===== src/rtl/mem_port_arbiter_if.sv =====
// Bundle of CPU, video and RAM-side signals around the memory port arbiter.
// slave = arbiter view; master = requesters plus RAM macro view.
interface mem_port_arbiter_if #(
  parameter int unsigned DATA_W = 24,
  parameter int unsigned ADDR_W = 17
);
  localparam int unsigned CPU_AW = 24;

  logic              cpu_req;
  logic              cpu_we;
  logic [CPU_AW-1:0] cpu_addr;
  logic [DATA_W-1:0] cpu_wdata;
  logic              cpu_stall;
  logic              cpu_rvalid;
  logic [DATA_W-1:0] cpu_rdata;
  logic              cpu_err;

  logic              vid_req;
  logic [ADDR_W-1:0] vid_addr;
  logic              vid_stall;
  logic              vid_rvalid;
  logic [DATA_W-1:0] vid_rdata;

  logic              mem_en;
  logic              mem_we;
  logic [ADDR_W-1:0] mem_addr;
  logic [DATA_W-1:0] mem_wdata;
  logic [DATA_W-1:0] mem_rdata;

  modport slave (
    input  cpu_req, cpu_we, cpu_addr, cpu_wdata,
    output cpu_stall, cpu_rvalid, cpu_rdata, cpu_err,
    input  vid_req, vid_addr,
    output vid_stall, vid_rvalid, vid_rdata,
    output mem_en, mem_we, mem_addr, mem_wdata,
    input  mem_rdata
  );

  modport master (
    output cpu_req, cpu_we, cpu_addr, cpu_wdata,
    input  cpu_stall, cpu_rvalid, cpu_rdata, cpu_err,
    output vid_req, vid_addr,
    input  vid_stall, vid_rvalid, vid_rdata,
    input  mem_en, mem_we, mem_addr, mem_wdata,
    output mem_rdata
  );
endinterface


===== src/rtl/mem_port_arbiter.sv =====
// Shares one single-port RAM between the CPU memory stage and the video engine:
// CPU priority with a starvation guard, registered RAM command, tagged read return.
module mem_port_arbiter #(
  parameter int unsigned DATA_W     = 24,
  parameter int unsigned ADDR_W     = 17,
  parameter int unsigned DEPTH      = 90000,
  parameter int unsigned STARVE_MAX = 3
) (
  input logic              clk,
  input logic              rst,
  mem_port_arbiter_if.slave bus
);
  localparam int unsigned     CPU_AW  = 24;
  localparam int unsigned     CNT_W   = $clog2(STARVE_MAX + 1);
  localparam logic [CNT_W-1:0] CNT_MAX = CNT_W'(STARVE_MAX);

  logic [CNT_W-1:0] starve_cnt;
  logic [CNT_W-1:0] starve_cnt_nxt;
  logic             force_vid;
  logic             grant_cpu;
  logic             grant_vid;
  logic             cpu_oor;
  logic             vid_oor;

  // Read-return tag stage aligned with the cycle the RAM is enabled
  logic             p1_valid;
  logic             p1_vid;
  logic             p1_oor;

  // Arbitration, stalls and next starvation count
  always_comb begin
    force_vid      = 1'b0;
    grant_cpu      = 1'b0;
    grant_vid      = 1'b0;
    cpu_oor        = 1'b0;
    vid_oor        = 1'b0;
    bus.cpu_stall  = 1'b0;
    bus.vid_stall  = 1'b0;
    starve_cnt_nxt = starve_cnt;

    cpu_oor   = bus.cpu_addr >= CPU_AW'(DEPTH);
    vid_oor   = bus.vid_addr >= ADDR_W'(DEPTH);
    force_vid = bus.vid_req && (starve_cnt == CNT_MAX);

    if (!rst) begin
      grant_vid     = bus.vid_req && (force_vid || !bus.cpu_req);
      grant_cpu     = bus.cpu_req && !force_vid;
      bus.cpu_stall = bus.cpu_req && !grant_cpu;
      bus.vid_stall = bus.vid_req && !grant_vid;

      if (!bus.vid_req || grant_vid) begin
        starve_cnt_nxt = '0;
      end else if (starve_cnt < CNT_MAX) begin
        starve_cnt_nxt = starve_cnt + CNT_W'(1);
      end
    end
  end

  // Command issue, error pulse and two-stage read return
  always_ff @(posedge clk) begin
    if (rst) begin
      starve_cnt     <= '0;
      bus.mem_en     <= 1'b0;
      bus.mem_we     <= 1'b0;
      bus.mem_addr   <= '0;
      bus.mem_wdata  <= '0;
      bus.cpu_err    <= 1'b0;
      p1_valid       <= 1'b0;
      p1_vid         <= 1'b0;
      p1_oor         <= 1'b0;
      bus.cpu_rvalid <= 1'b0;
      bus.cpu_rdata  <= '0;
      bus.vid_rvalid <= 1'b0;
      bus.vid_rdata  <= '0;
    end else begin
      starve_cnt  <= starve_cnt_nxt;
      bus.mem_en  <= (grant_cpu && !cpu_oor) || (grant_vid && !vid_oor);
      bus.mem_we  <= grant_cpu && !cpu_oor && bus.cpu_we;
      bus.cpu_err <= grant_cpu && cpu_oor;

      if (grant_cpu) begin
        bus.mem_addr  <= bus.cpu_addr[ADDR_W-1:0];
        bus.mem_wdata <= bus.cpu_wdata;
      end else if (grant_vid) begin
        bus.mem_addr  <= bus.vid_addr;
      end

      // Stores carry no tag, so they never produce an rvalid
      p1_valid <= (grant_cpu && !bus.cpu_we) || grant_vid;
      p1_vid   <= grant_vid;
      p1_oor   <= grant_cpu ? cpu_oor : vid_oor;

      bus.cpu_rvalid <= p1_valid && !p1_vid;
      bus.vid_rvalid <= p1_valid && p1_vid;
      if (p1_valid && !p1_vid) begin
        bus.cpu_rdata <= p1_oor ? DATA_W'(0) : bus.mem_rdata;
      end
      if (p1_valid && p1_vid) begin
        bus.vid_rdata <= p1_oor ? DATA_W'(0) : bus.mem_rdata;
      end
    end
  end
endmodule


===== src/flat_wrapper.sv =====
// flat-port wrapper written by rule: the top's interface ports become plain ports
module mem_port_arbiter_flat 
#(
  parameter int unsigned DATA_W     = 24,
  parameter int unsigned ADDR_W     = 17,
  parameter int unsigned DEPTH      = 90000,
  parameter int unsigned STARVE_MAX = 3
)
  (clk, rst, bus_cpu_req, bus_cpu_we, bus_cpu_addr, bus_cpu_wdata, bus_cpu_stall, bus_cpu_rvalid, bus_cpu_rdata, bus_cpu_err, bus_vid_req, bus_vid_addr, bus_vid_stall, bus_vid_rvalid, bus_vid_rdata, bus_mem_en, bus_mem_we, bus_mem_addr, bus_mem_wdata, bus_mem_rdata);
  mem_port_arbiter_if #(.DATA_W(DATA_W), .ADDR_W(ADDR_W)) bus_i ();
  input logic clk;
  input logic rst;
  input wire logic [$bits(bus_i.cpu_req)-1:0] bus_cpu_req;
  input wire logic [$bits(bus_i.cpu_we)-1:0] bus_cpu_we;
  input wire logic [$bits(bus_i.cpu_addr)-1:0] bus_cpu_addr;
  input wire logic [$bits(bus_i.cpu_wdata)-1:0] bus_cpu_wdata;
  output wire logic [$bits(bus_i.cpu_stall)-1:0] bus_cpu_stall;
  output wire logic [$bits(bus_i.cpu_rvalid)-1:0] bus_cpu_rvalid;
  output wire logic [$bits(bus_i.cpu_rdata)-1:0] bus_cpu_rdata;
  output wire logic [$bits(bus_i.cpu_err)-1:0] bus_cpu_err;
  input wire logic [$bits(bus_i.vid_req)-1:0] bus_vid_req;
  input wire logic [$bits(bus_i.vid_addr)-1:0] bus_vid_addr;
  output wire logic [$bits(bus_i.vid_stall)-1:0] bus_vid_stall;
  output wire logic [$bits(bus_i.vid_rvalid)-1:0] bus_vid_rvalid;
  output wire logic [$bits(bus_i.vid_rdata)-1:0] bus_vid_rdata;
  output wire logic [$bits(bus_i.mem_en)-1:0] bus_mem_en;
  output wire logic [$bits(bus_i.mem_we)-1:0] bus_mem_we;
  output wire logic [$bits(bus_i.mem_addr)-1:0] bus_mem_addr;
  output wire logic [$bits(bus_i.mem_wdata)-1:0] bus_mem_wdata;
  input wire logic [$bits(bus_i.mem_rdata)-1:0] bus_mem_rdata;
  assign bus_i.cpu_req = bus_cpu_req;
  assign bus_i.cpu_we = bus_cpu_we;
  assign bus_i.cpu_addr = bus_cpu_addr;
  assign bus_i.cpu_wdata = bus_cpu_wdata;
  assign bus_cpu_stall = bus_i.cpu_stall;
  assign bus_cpu_rvalid = bus_i.cpu_rvalid;
  assign bus_cpu_rdata = bus_i.cpu_rdata;
  assign bus_cpu_err = bus_i.cpu_err;
  assign bus_i.vid_req = bus_vid_req;
  assign bus_i.vid_addr = bus_vid_addr;
  assign bus_vid_stall = bus_i.vid_stall;
  assign bus_vid_rvalid = bus_i.vid_rvalid;
  assign bus_vid_rdata = bus_i.vid_rdata;
  assign bus_mem_en = bus_i.mem_en;
  assign bus_mem_we = bus_i.mem_we;
  assign bus_mem_addr = bus_i.mem_addr;
  assign bus_mem_wdata = bus_i.mem_wdata;
  assign bus_i.mem_rdata = bus_mem_rdata;
  mem_port_arbiter #(.DATA_W(DATA_W), .ADDR_W(ADDR_W), .DEPTH(DEPTH), .STARVE_MAX(STARVE_MAX)) u_core (.clk(clk), .rst(rst), .bus(bus_i));
endmodule

===== config.mk =====
export PLATFORM = sky130hd
export DESIGN_NAME = mem_port_arbiter_flat
export DESIGN_NICKNAME = d
export VERILOG_FILES = /design/src/rtl/mem_port_arbiter_if.sv /design/src/rtl/mem_port_arbiter.sv /design/src/flat_wrapper.sv
export SDC_FILE = /design/constraint.sdc
export NUM_CORES = 1
export LEC_CHECK = 0
export CORE_MARGIN = 2
export CORE_UTILIZATION = 36
export CTS_CLUSTER_SIZE = 28
export DETAILED_ROUTE_END_ITERATION = 16
export PLACE_DENSITY = 0.76
export SLEW_MARGIN = 25
export SYNTH_ARGS = -nofsm -noshare
export SYNTH_HDL_FRONTEND = slang
export SYNTH_SLANG_ARGS = --single-unit

===== constraint.sdc =====
create_clock -name clk -period 1.6 [get_ports clk]
set_clock_uncertainty 0.2 [all_clocks]
set_input_delay 0.24 -clock clk [delete_from_list [all_inputs] [get_ports clk]]
set_output_delay 0.24 -clock clk [all_outputs]
set_load 0.01 [all_outputs]

==> results of run 1 <==
[repair_timing]
item | 4_1_cts | 5_1_grt
resized for setup | 111 | 7
buffers inserted | 0 | 1
endpoints found under the setup margin | 129 | 42
pin swaps | 1 | 8
gates cloned | 1 | 1
[flip-flops by register name (all words and copies together), names as in the netlist]
| signal | flops |
|---|---|
| u_core.bus.cpu_rdata | 24 |
| u_core.bus.mem_wdata | 24 |
| u_core.bus.vid_rdata | 24 |
| u_core.bus.mem_addr | 17 |
| u_core.starve_cnt | 2 |
| u_core.bus.cpu_err | 1 |
| u_core.bus.cpu_rvalid | 1 |
| u_core.bus.mem_en | 1 |
| u_core.bus.mem_we | 1 |
| u_core.bus.vid_rvalid | 1 |
| u_core.p1_oor | 1 |
| u_core.p1_valid | 1 |
| u_core.p1_vid | 1 |
[Yosys cell counts (all sizes together)]
cell | n | share of area
nand2 | 134 | 0.13
dfxtp | 99 | 0.52
a21oi | 52 | 0.073
nor2b | 26 | 0.043
a22o | 24 | 0.055
nor2 | 23 | 0.023
a311oi | 17 | 0.062
buf | 16 | 0.023
clkbuf | 16 | 0.017
nand2b | 4 | 0.0086
nor3 | 4 | 0.0053
inv | 3 | 0.0030
and2 | 2 | 0.0033
nand4 | 2 | 0.0033
o21ai | 2 | 0.0026
a41oi | 1 | 0.0023
and3 | 1 | 0.0017
and4 | 1 | 0.0023
ha | 1 | 0.0033
nand3b | 1 | 0.0020
nor3b | 1 | 0.0020
nor4 | 1 | 0.0017
o211ai | 1 | 0.0020
o2bb2ai | 1 | 0.0023
o32ai | 1 | 0.0023
[per-stage QoR]
| stage | power [mW] | instances | hold slack [ps] | setup WS (ps) |
|---|---|---|---|---|
| after global placement | 3.63 | 755 | 242 | -492 |
| after CTS | 5.15 | 772 | 160 | -46.7 |
| after floorplan | 3.06 | 434 | 154 | 92.1 |
| final | 5.11 | 775 | 182 | -27.1 |
| after detailed placement | 3.65 | 755 | 249 | -502 |
| after global routing | 5.36 | 775 | 189 | -92.6 |
[per-layer routing]
layer	part of all wire	global-route usage	vias up	routed length [um]
li1	-	-	1862	-
met1	0.42	0.235	1747	4820
met2	0.48	0.328	170	5500
met3	0.090	0.0620	21	1050
met4	0.018	0.0677	0	214
met5	0	0	-	0
[power by group]
group | switching [mW] | internal [mW]
Combinational | 0.400 | 0.502
Sequential | 0.0703 | 2.58
Clock | 0.923 | 0.643
Total | 1.39 | 3.72
[critical path, delay by kind of cell (launching register included)]
family        cells  cell delay, ps
buf+inv           1             160
simple gates      1             170
fa+ha+maj         1             170
flops             1             350
[kinds of logic after synthesis]
group | Yosys count
DFF | 99
adders and majority gates | 1
and+or+nand+nor | 200
AOI/OAI and AO/OA | 99
buffers and inverters | 35
[layout make-up]
| type | instances | area (um2) | share of cell area |
|---|---|---|---|
| antenna | 1 | 2.50 | 0.000405 |
| clock buffer | 10 | 138 | 0.0223 |
| clock inverter | 6 | 53.8 | 0.00870 |
| inverter | 3 | 11.3 | 0.00182 |
| multi-input combinational | 300 | 1700 | 0.275 |
| sequential | 99 | 1990 | 0.321 |
| tap | 136 | 170 | 0.0275 |
| timing repair buffer | 220 | 2120 | 0.343 |
[how the worst min path moves through the flow]
stage | end | cells past startpoint
after global routing | u_core.p1_oor | 5
after CTS | u_core.p1_oor | 5
after floorplan | u_core.p1_valid | 1
after detailed placement | u_core.bus.vid_rdata[9] | 2
after global placement | u_core.bus.cpu_rdata[22] | 2
final | u_core.p1_oor | 5
==> metrics.md, run 1 <==
| Metric | Value |
|---|---|
| Fin. max-slew vios | 0 |
| Final Util | 0.602 |
| Row cnt | 37 |
| R2R Path End | u_core.bus.mem_addr[16] |
| CP max stage delay | 350 ps |
| Residual DRC count | 0 |
| Fmax | 0.615 GHz |
| Reg-to-Reg Start | u_core.starve_cnt[0] |
| CP Launch Type | register |
| Setup TNS | -47.6 ps |
| Worst Max-Slew Pin Slew | 787 ps |
| Vias | 3800 |
| Synth Instances | 434 |
| Io pins | 190 |
| H-tree depth | 3 |
| Number of DRC markers in iteration 0 | 140 |
| Worst VDD drop | 0.000509 V |
| Commonest non-fill, non-tap cells in the layout | 131 x nand2_1, 96 x dfxtp_1, 95 x dlygate4sd2_1, 91 x clkdlybuf4s50_1, 50 x a21oi_1 |
| Synth-to-Final Area Change | 63.1% |
| Compound-cell area share of the yosys netlist | 0.202 |
| Fraction of the mapped netlist area in adder cells | 0.00330 |
| CTS Buf Count | 9 |
| Outcome | finished with violations |
| Final Instance Area | 0.00618 mm2 |
| FILL cells | 948 |
| Syn nets | 529 |
| Mapped cell area | 0.00379 mm2 |
| Dpl hpwl | 8270 um |
| Final Critical Period | 1630 ps |
| PD cells | 827 mW/mm2 |
| Vias in the first global route | 3757 |
| CP cell instances | ha_4, nor3b_2, buf_2 |
| Reg clk slew, reported paths | 90 ps |
| Worst path slowest cell | dfxtp_2 |
| Initial antenna violation count | 1 |
| Mux cell area share after synthesis | 0 |
| Largest net degree at the start of global routing | 68 |
| Layout cell share with drive strength beyond 1 | 0.127 |
| TritonCTS clock tree | done |
| Worst min-delay path class | input pin to register |
| Synthesized flop and latch total | 99 |
| Critical path arrival | 1190 ps |
| DIE AREA | 0.0114 mm2 |
| Total gr overflow | 0 |
| RSZ-0062 raised after global routing | yes |
| Synth Area in Simple Gates | 0.229 |
| XOR/XNOR Fraction of Synth Area | 0 |
| First-pass DRT Iterations | 5 |
| Synthesized area per cell | 8.74 um2 |
| Failing checks | setup timing |
| Crit Path Max Fanout | 3 |
| Crit end category | primary output |
| Critical Path End | bus_vid_stall |
| Global-route wire length before repair | 17900 um |
| Data required time of the worst path | 1160 ps |
| Relative slew slack | 0.475 |
| Longest Clk Path Bufs | 2 |
| Final worst setup slack | -27.1 ps |
| Clock sinks | 99 |
| Yosys warnings | 0 |
| IO Port Bufs | 189 |
| # hold bufs at CTS | 0 |
| Largest family of logic cells by synthesized area | simple AND/OR/NAND/NOR gates |
| Hold Startpoint | rst |
| Hold Fails Final Rpt | 0 |
| Root buf cell | clkbuf_8 |
| Most common cell after layout, fill and taps aside | nand2_1 |
| Reg2Reg Setup Slack | -20 ps |
| Leakage | 2.72 nW |
| Starting Density | 0.369 |
| Worst Reg2Reg Path Length in Cells | 7 |
| Max cap viols | 0 |
| Wire length per cell | 14.9 um |
| Start point of the critical path | u_core.starve_cnt[0] |
| Yosys cell types | 32 |
| Via/cell ratio | 4.90 |
| Final nets | 728 |
| Total track usage | 0.195 |
| Crit share post-route | 1.02 |
| Routed Antenna Nets | 0 |
| Total core area | 0.0103 mm2 |
| Area after DPL | 0.00600 mm2 |
| Sequential element share of the synthesized area | 0.523 |
| Die Wd | 107 um |
| GPL Wtd Cong | 0.789 |
| Total routed wirelength | 11600 um |
| Critical setup path kind | register to primary output |
| Endpoints failing setup | 2 |
| Worst-Skew Late Latency | 340 ps |
| DIE HEIGHT | 107 um |
No activity file was read; power rests on OpenSTA's default activity.
==> run 2, diff against run 1 <==
MAX_ROUTING_LAYER = met4   (was default)
==> run 2 against run 1 <==
Net effect: the flow still finishes with violations (setup timing); worst setup slack better by 1.7 ps; die area unchanged; via count stayed put; total power barely moved; non-clock buffer count unchanged; sequential share of layout area about the same; cell count is 0.13% lower; critical path type unchanged; largest cell class unchanged.
==> metrics.md, run 2 (synthesis gave the netlist of run 1 again) <==
| Metric | Value |
|---|---|
| Via/cell ratio | 4.91 (was 4.90) |
| Total routed wirelength | 11600 um (about the same) |
| GPL Wtd Cong | 0.800 (was 0.789) |
| Failing checks | setup timing (unchanged) |
| Outcome | finished with violations (unchanged) |
| Starting Density | 0.369 (unchanged) |
| Worst min-delay path class | input pin to register (unchanged) |
| Total gr overflow | 0 (unchanged) |
| Routed Antenna Nets | 0 (unchanged) |
| RSZ-0062 raised after global routing | yes (unchanged) |
| Final worst setup slack | -25.4 ps (was -27.1 ps) |
| Final Instance Area | 0.00618 mm2 (about the same) |
| CP Launch Type | register (unchanged) |
| Critical path arrival | 1190 ps (about the same) |
| Die Wd | 107 um (unchanged) |
| Clock power share | 0.306 (about the same) |
| CTS Buf Count | 9 (unchanged) |
| Vias in the first global route | 3774 (was 3757) |
| Crit end category | primary output (unchanged) |
| Row cnt | 37 (unchanged) |
| Vias | 3800 (unchanged) |
| Number of DRC markers in iteration 0 | 136 (was 140) |
| Wire length per cell | 15.0 um (was 14.9 um) |
| DIE AREA | 0.0114 mm2 (unchanged) |
| Synth-to-Final Area Change | 63.0% (was 63.1%) |
| Worst path slowest cell | dfxtp_2 (unchanged) |
| Largest net degree at the start of global routing | 68 (unchanged) |
| Pint | 3.72 mW (about the same) |
| Fin. max-slew vios | 0 (unchanged) |
| First-pass DRT Iterations | 7 (was 5) |
| Root buf cell | clkbuf_8 (unchanged) |
| Crit Path Max Fanout | 3 (unchanged) |
| Initial antenna violation count | 0 (was 1) |
| CP max stage delay | 350 ps (about the same) |
| Worst VDD drop | 0.000520 V (was 0.000509 V) |
| Relative slew slack | 0.482 (was 0.475) |
| Endpoints failing setup | 2 (unchanged) |
| Residual DRC count | 0 (unchanged) |
| Sw Ratio | 0.272 (about the same) |
| Tot Pwr | 5.11 mW (about the same) |
| Data required time of the worst path | 1160 ps (about the same) |
| Leakage | 2.72 nW (about the same) |
| Final Critical Period | 1630 ps (about the same) |
| PD cells | 828 mW/mm2 (was 827 mW/mm2) |
| Total core area | 0.0103 mm2 (unchanged) |
| DIE HEIGHT | 107 um (unchanged) |
| Top flop regs | u_core.bus.cpu_rdata: 24 flops, u_core.bus.mem_wdata: 24 flops, u_core.bus.vid_rdata: 24 flops (unchanged) |
| Switching Power | 1.39 mW (about the same) |
| Flop pwr share | 0.517 (about the same) |
| Reg clk slew, reported paths | 90 ps (about the same) |
| Global-route wire length before repair | 17800 um (was 17900 um) |
| CP cell instances | ha_4, nor3b_2, buf_2 (unchanged) |
| Io pins | 190 (unchanged) |
| TritonCTS clock tree | done (unchanged) |
| Area after DPL | 0.00600 mm2 (unchanged) |
| Final nets | 728 (unchanged) |
| Commonest non-fill, non-tap cells in the layout | 131 x nand2_1, 96 x dfxtp_1, 95 x dlygate4sd2_1, 91 x clkdlybuf4s50_1, 50 x a21oi_1 (unchanged) |
| Worst Max-Slew Pin Slew | 776 ps (was 787 ps) |
| Placed insts | 755 (unchanged) |
| IO Port Bufs | 189 (unchanged) |
| Worst hold margin | 178 ps (was 182 ps) |
| N_diodes | 0 (was 1) |
| Place WS | -502 ps (unchanged) |
| H-tree depth | 3 (unchanged) |
| Crit share post-route | 1.02 (about the same) |
| Longest Clk Path Bufs | 2 (unchanged) |
| Non-Filler Instances | 774 (was 775) |
| Critical setup path kind | register to primary output (unchanged) |
| Dpl hpwl | 8270 um (unchanged) |
| Worst path buffer plus inverter count | 1 (unchanged) |
| Worst-Skew Late Latency | 340 ps (about the same) |
| CP top delay family | flip-flops (unchanged) |
| Hold Fails Final Rpt | 0 (unchanged) |
| Most common cell after layout, fill and taps aside | nand2_1 (unchanged) |
| # hold bufs at CTS | 0 (unchanged) |
| Combinational share of power | 0.176 (about the same) |
| Layout cell share with drive strength beyond 1 | 0.127 (unchanged) |
| Clock sinks | 99 (unchanged) |
| Fmax | 0.615 GHz (about the same) |
| Max cap viols | 0 (unchanged) |
| Total track usage | 0.201 (was 0.195) |
run 2: cell types whose count changed in the layout (fill, tap and decap cells not counted), sizes merged:
cell and delta:
diode -1
run 2: repair_timing:
item / 4_1_cts / 5_1_grt
setup endpoints to repair: 129 / 42
hold endpoints to repair: 0 / 0
resized for setup: 111 / 7
cloned: 1 / 1
pin swaps: 1 / 8
buffers inserted: 0 / 1
run 2: path summary, 6_finish.rpt:
path	start	end	slack (ps)	cells after the start
worst max-delay path	u_core.starve_cnt[0]	bus_vid_stall	-30	3
worst min-delay path	rst	u_core.p1_oor	180	5
worst max register to register	u_core.starve_cnt[0]	u_core.bus.mem_addr[16]	-10	7
worst min register to register	u_core.bus.vid_rdata[13]	u_core.bus.vid_rdata[13]	260	2
run 2: power groups by stage:
stage	Clock (mW)	Sequential, mW	Combinational [mW]
floorplan	0	2.74	0.321
global placement	0	2.70	0.926
detailed placement	0	2.70	0.944
CTS	1.62	2.65	0.887
global route	1.72	2.66	0.969
finish	1.57	2.65	0.902
run 2: per-stage QoR:
step	utilization	TNS, ps
2_1_floorplan	-	0
3_3_place_gp	0.584	-12100
3_5_place_dp	0.584	-13540
4_1_cts	0.595	-66.4
5_1_grt	0.601	-1410
6_report	0.601	-40.4
run 2: final cells by class:
cell class / count / area, um2
fill: 948 / 4100
clock inverter: 6 / 53.8
inverter: 3 / 11.3
sequential: 99 / 1990
tap: 136 / 170
clock buffer: 10 / 138
multi-input combinational: 300 / 1700
timing repair buffer: 220 / 2120
run 2: tightest hold or removal path: stages:
cell	delay, ps
buf_2	130
a21oi_2	70
buf_4	130
nand2_1	50
o21ai_0	70
run 2: layer usage:
layer	GRT usage	vias up	wire length, um
met1	0.244	1764	5000
met2	0.330	161	5560
met5	-	-	0
li1	-	1860	-
met3	0.0474	15	869
met4	0.0640	0	155
==> run 3, diff against run 2 <==
CELL_PAD_IN_SITES_DETAIL_PLACEMENT = 0   (was default)
CELL_PAD_IN_SITES_GLOBAL_PLACEMENT = 1   (was default)
CORE_UTILIZATION = 25   (was 36)
PLACE_DENSITY = default   (was 0.76)
PLACE_DENSITY_LB_ADDON = 0.1   (was default)
==> run 3 against run 2 <==
Net effect: the flow still finishes with violations (setup timing); sequential cell count unchanged; sequential share of layout area shrank 1.7 points; clock power is 39% higher; total power grew 13%; largest cell class unchanged.
==> metrics.md, run 3 (synthesis gave the netlist of run 1 again) <==
| Metric | Value |
|---|---|
| Via/cell ratio | 4.49 (was 4.91) |
| Crit Path Max Fanout | 3 (unchanged) |
| Critical path arrival | 1180 ps (was 1190 ps) |
| Most common cell after layout, fill and taps aside | nand2_1 (unchanged) |
| Worst hold path depth | 2 (was 5) |
| First-pass DRT Iterations | 4 (was 7) |
| Number of DRC markers in iteration 0 | 124 (was 136) |
| Synth-to-Final Area Change | 72.0% (was 63.0%) |
| Longest Clk Path Bufs | 2 (unchanged) |
| Root buf cell | clkbuf_16 (was clkbuf_8) |
| Critical setup path kind | register to primary output (unchanged) |
| Top flop regs | u_core.bus.cpu_rdata: 24 flops, u_core.bus.mem_wdata: 24 flops, u_core.bus.vid_rdata: 24 flops (unchanged) |
| # hold bufs at CTS | 0 (unchanged) |
| Final Critical Period | 1620 ps (was 1630 ps) |
| Combinational share of power | 0.167 (was 0.176) |
| R2R Path End | u_core.bus.mem_addr[16] (unchanged) |
| Wire length per cell | 15.2 um (was 15.0 um) |
| FILL cells | 1521 (was 948) |
| Total track usage | 0.160 (was 0.201) |
| Crit end category | primary output (unchanged) |
| Initial antenna violation count | 0 (unchanged) |
| Sw Ratio | 0.246 (was 0.272) |
| Die Wd | 127 um (was 107 um) |
| Total gr overflow | 0 (unchanged) |
| Worst Max-Slew Pin Slew | 443 ps (was 776 ps) |
| Switching Power | 1.42 mW (was 1.39 mW) |
| Worst-Skew Late Latency | 350 ps (was 340 ps) |
| Row cnt | 45 (was 37) |
| Layout cell share with drive strength beyond 1 | 0.147 (was 0.127) |
| Residual DRC count | 0 (unchanged) |
| Data required time of the worst path | 1160 ps (about the same) |
| Final worst setup slack | -17.0 ps (was -25.4 ps) |
| GPL Wtd Cong | 0.720 (was 0.800) |
| Commonest non-fill, non-tap cells in the layout | 129 x nand2_1, 97 x dfxtp_1, 95 x dlygate4sd2_1, 91 x clkdlybuf4s50_1, 50 x a21oi_1 (was 131 x nand2_1, 96 x dfxtp_1, 95 x dlygate4sd2_1, 91 x clkdlybuf4s50_1, 50 x a21oi_1) |
| Io pins | 190 (unchanged) |
| Worst path slowest cell | dfxtp_2 (unchanged) |
| Worst Reg2Reg Path Length in Cells | 6 (was 7) |
| Clock power share | 0.378 (was 0.306) |
| Largest net degree at the start of global routing | 39 (was 68) |
| DIE AREA | 0.0162 mm2 (was 0.0114 mm2) |
| Dpl hpwl | 8500 um (was 8270 um) |
| Total routed wirelength | 12700 um (was 11600 um) |
| Fin. max-slew vios | 0 (unchanged) |
| Leakage | 2.85 nW (was 2.72 nW) |
| Failing checks | setup timing (unchanged) |
| Outcome | finished with violations (unchanged) |
| Worst min-delay path class | register to register (was input pin to register) |
| Vias in the first global route | 3816 (was 3774) |
| CP Launch Type | register (unchanged) |
| N_diodes | 0 (unchanged) |
| Vias | 3764 (was 3800) |
| Reg clk slew, reported paths | 70 ps (was 90 ps) |
| Total core area | 0.0150 mm2 (was 0.0103 mm2) |
| Worst VDD drop | 0.000578 V (was 0.000520 V) |
| Hold Startpoint | u_core.bus.vid_rdata[1] (was rst) |
| Endpoints failing setup | 1 (was 2) |
| Clock sinks | 99 (unchanged) |
| Reg2Reg Setup Slack | 0 ps (was -10 ps) |
| Place WS | -558 ps (was -502 ps) |
| IO Port Bufs | 189 (unchanged) |
| CP cell instances | ha_4, nor3b_2, buf_2 (unchanged) |
| Crit share post-route | 1.01 (was 1.02) |
| Routed Antenna Nets | 0 (unchanged) |
| H-tree depth | 3 (unchanged) |
| Global-route wire length before repair | 19600 um (was 17800 um) |
| CTS Buf Count | 9 (unchanged) |
| Final nets | 743 (was 728) |
| PD cells | 887 mW/mm2 (was 828 mW/mm2) |
| Starting Density | 0.252 (was 0.369) |
| RSZ-0062 raised after global routing | yes (unchanged) |
| CP max stage delay | 330 ps (was 350 ps) |
| Tot Pwr | 5.78 mW (was 5.11 mW) |
| Relative slew slack | 0.704 (was 0.482) |
| TritonCTS clock tree | done (unchanged) |
| Fmax | 0.618 GHz (was 0.615 GHz) |
| Pint | 4.36 mW (was 3.72 mW) |
| DIE HEIGHT | 127 um (was 107 um) |
| Hold Fails Final Rpt | 0 (unchanged) |
| Max cap viols | 0 (unchanged) |
| Flop pwr share | 0.455 (was 0.517) |
| Hold Path Sink | u_core.bus.vid_rdata[1] (was u_core.p1_oor) |
| Reg-to-Reg Start | u_core.starve_cnt[0] (unchanged) |
## run 3: how the worst max path moves through the flow
stage               cells past startpoint                     end            startpoint
finish                                  3           bus_vid_stall  u_core.starve_cnt[0]
global placement                        4           bus_vid_stall           bus_cpu_req
global route                            6  u_core.bus.mem_addr[9]  u_core.starve_cnt[0]
detailed placement                      4           bus_vid_stall           bus_cpu_req
CTS                                     3           bus_vid_stall  u_core.starve_cnt[0]
floorplan                               6           u_core.p1_oor  u_core.starve_cnt[0]
## run 3: worst max-delay path: cells and delay by family (launching register included)
family	cells	cell delay [ps]
DFF	1	330
buffers and inverters	1	160
and+or+nand+nor	1	170
adders and majority gates	1	170
## run 3: routing by layer
layer | track usage | vias to the layer above | wire length, um
li1 | - | 1895 | -
met1 | 0.191 | 1738 | 5770
met2 | 0.259 | 120 | 5880
met3 | 0.0528 | 11 | 905
met4 | 0.0452 | 0 | 159
met5 | - | - | 0
## run 3: power groups by stage
| stage | clock [mW] | combinational [mW] | sequential, mW |
|---|---|---|---|
| 6_report | 2.18 | 0.968 | 2.63 |
| 5_1_grt | 2.36 | 1.05 | 2.65 |
| 4_1_cts | 2.27 | 0.939 | 2.63 |
| 3_5_place_dp | 0 | 0.979 | 2.69 |
| 3_3_place_gp | 0 | 0.973 | 2.69 |
| 2_1_floorplan | 0 | 0.321 | 2.74 |
## run 3: area by class of cell
type                       count  area, um2  share of cell area
tap                          188        235              0.0361
sequential                    99       1980               0.304
clock inverter                 4       51.3             0.00786
multi-input combinational    300       1720               0.263
inverter                       3       11.3             0.00173
timing repair buffer         235       2280               0.350
clock buffer                  10        239              0.0366
## run 3: repair_timing
item                                    4_1_cts  5_1_grt
gates cloned                                  2        2
endpoints found under the setup margin      137       45
pin swaps                                     2       10
gates resized for setup                     113       12
setup buffers                                 1        6
## run 3: per-stage QoR
stage               TNS (ps)  area (um2)  hold WS (ps)  cells   util
floorplan                  0        3790           154    434      -
global placement      -14350        6110           242    814  0.407
detailed placement    -15240        6110           247    814  0.407
CTS                    -70.5        6370           254    831  0.424
global route            -968        6520           275    839  0.434
finish                 -17.0        6520           251    839  0.434
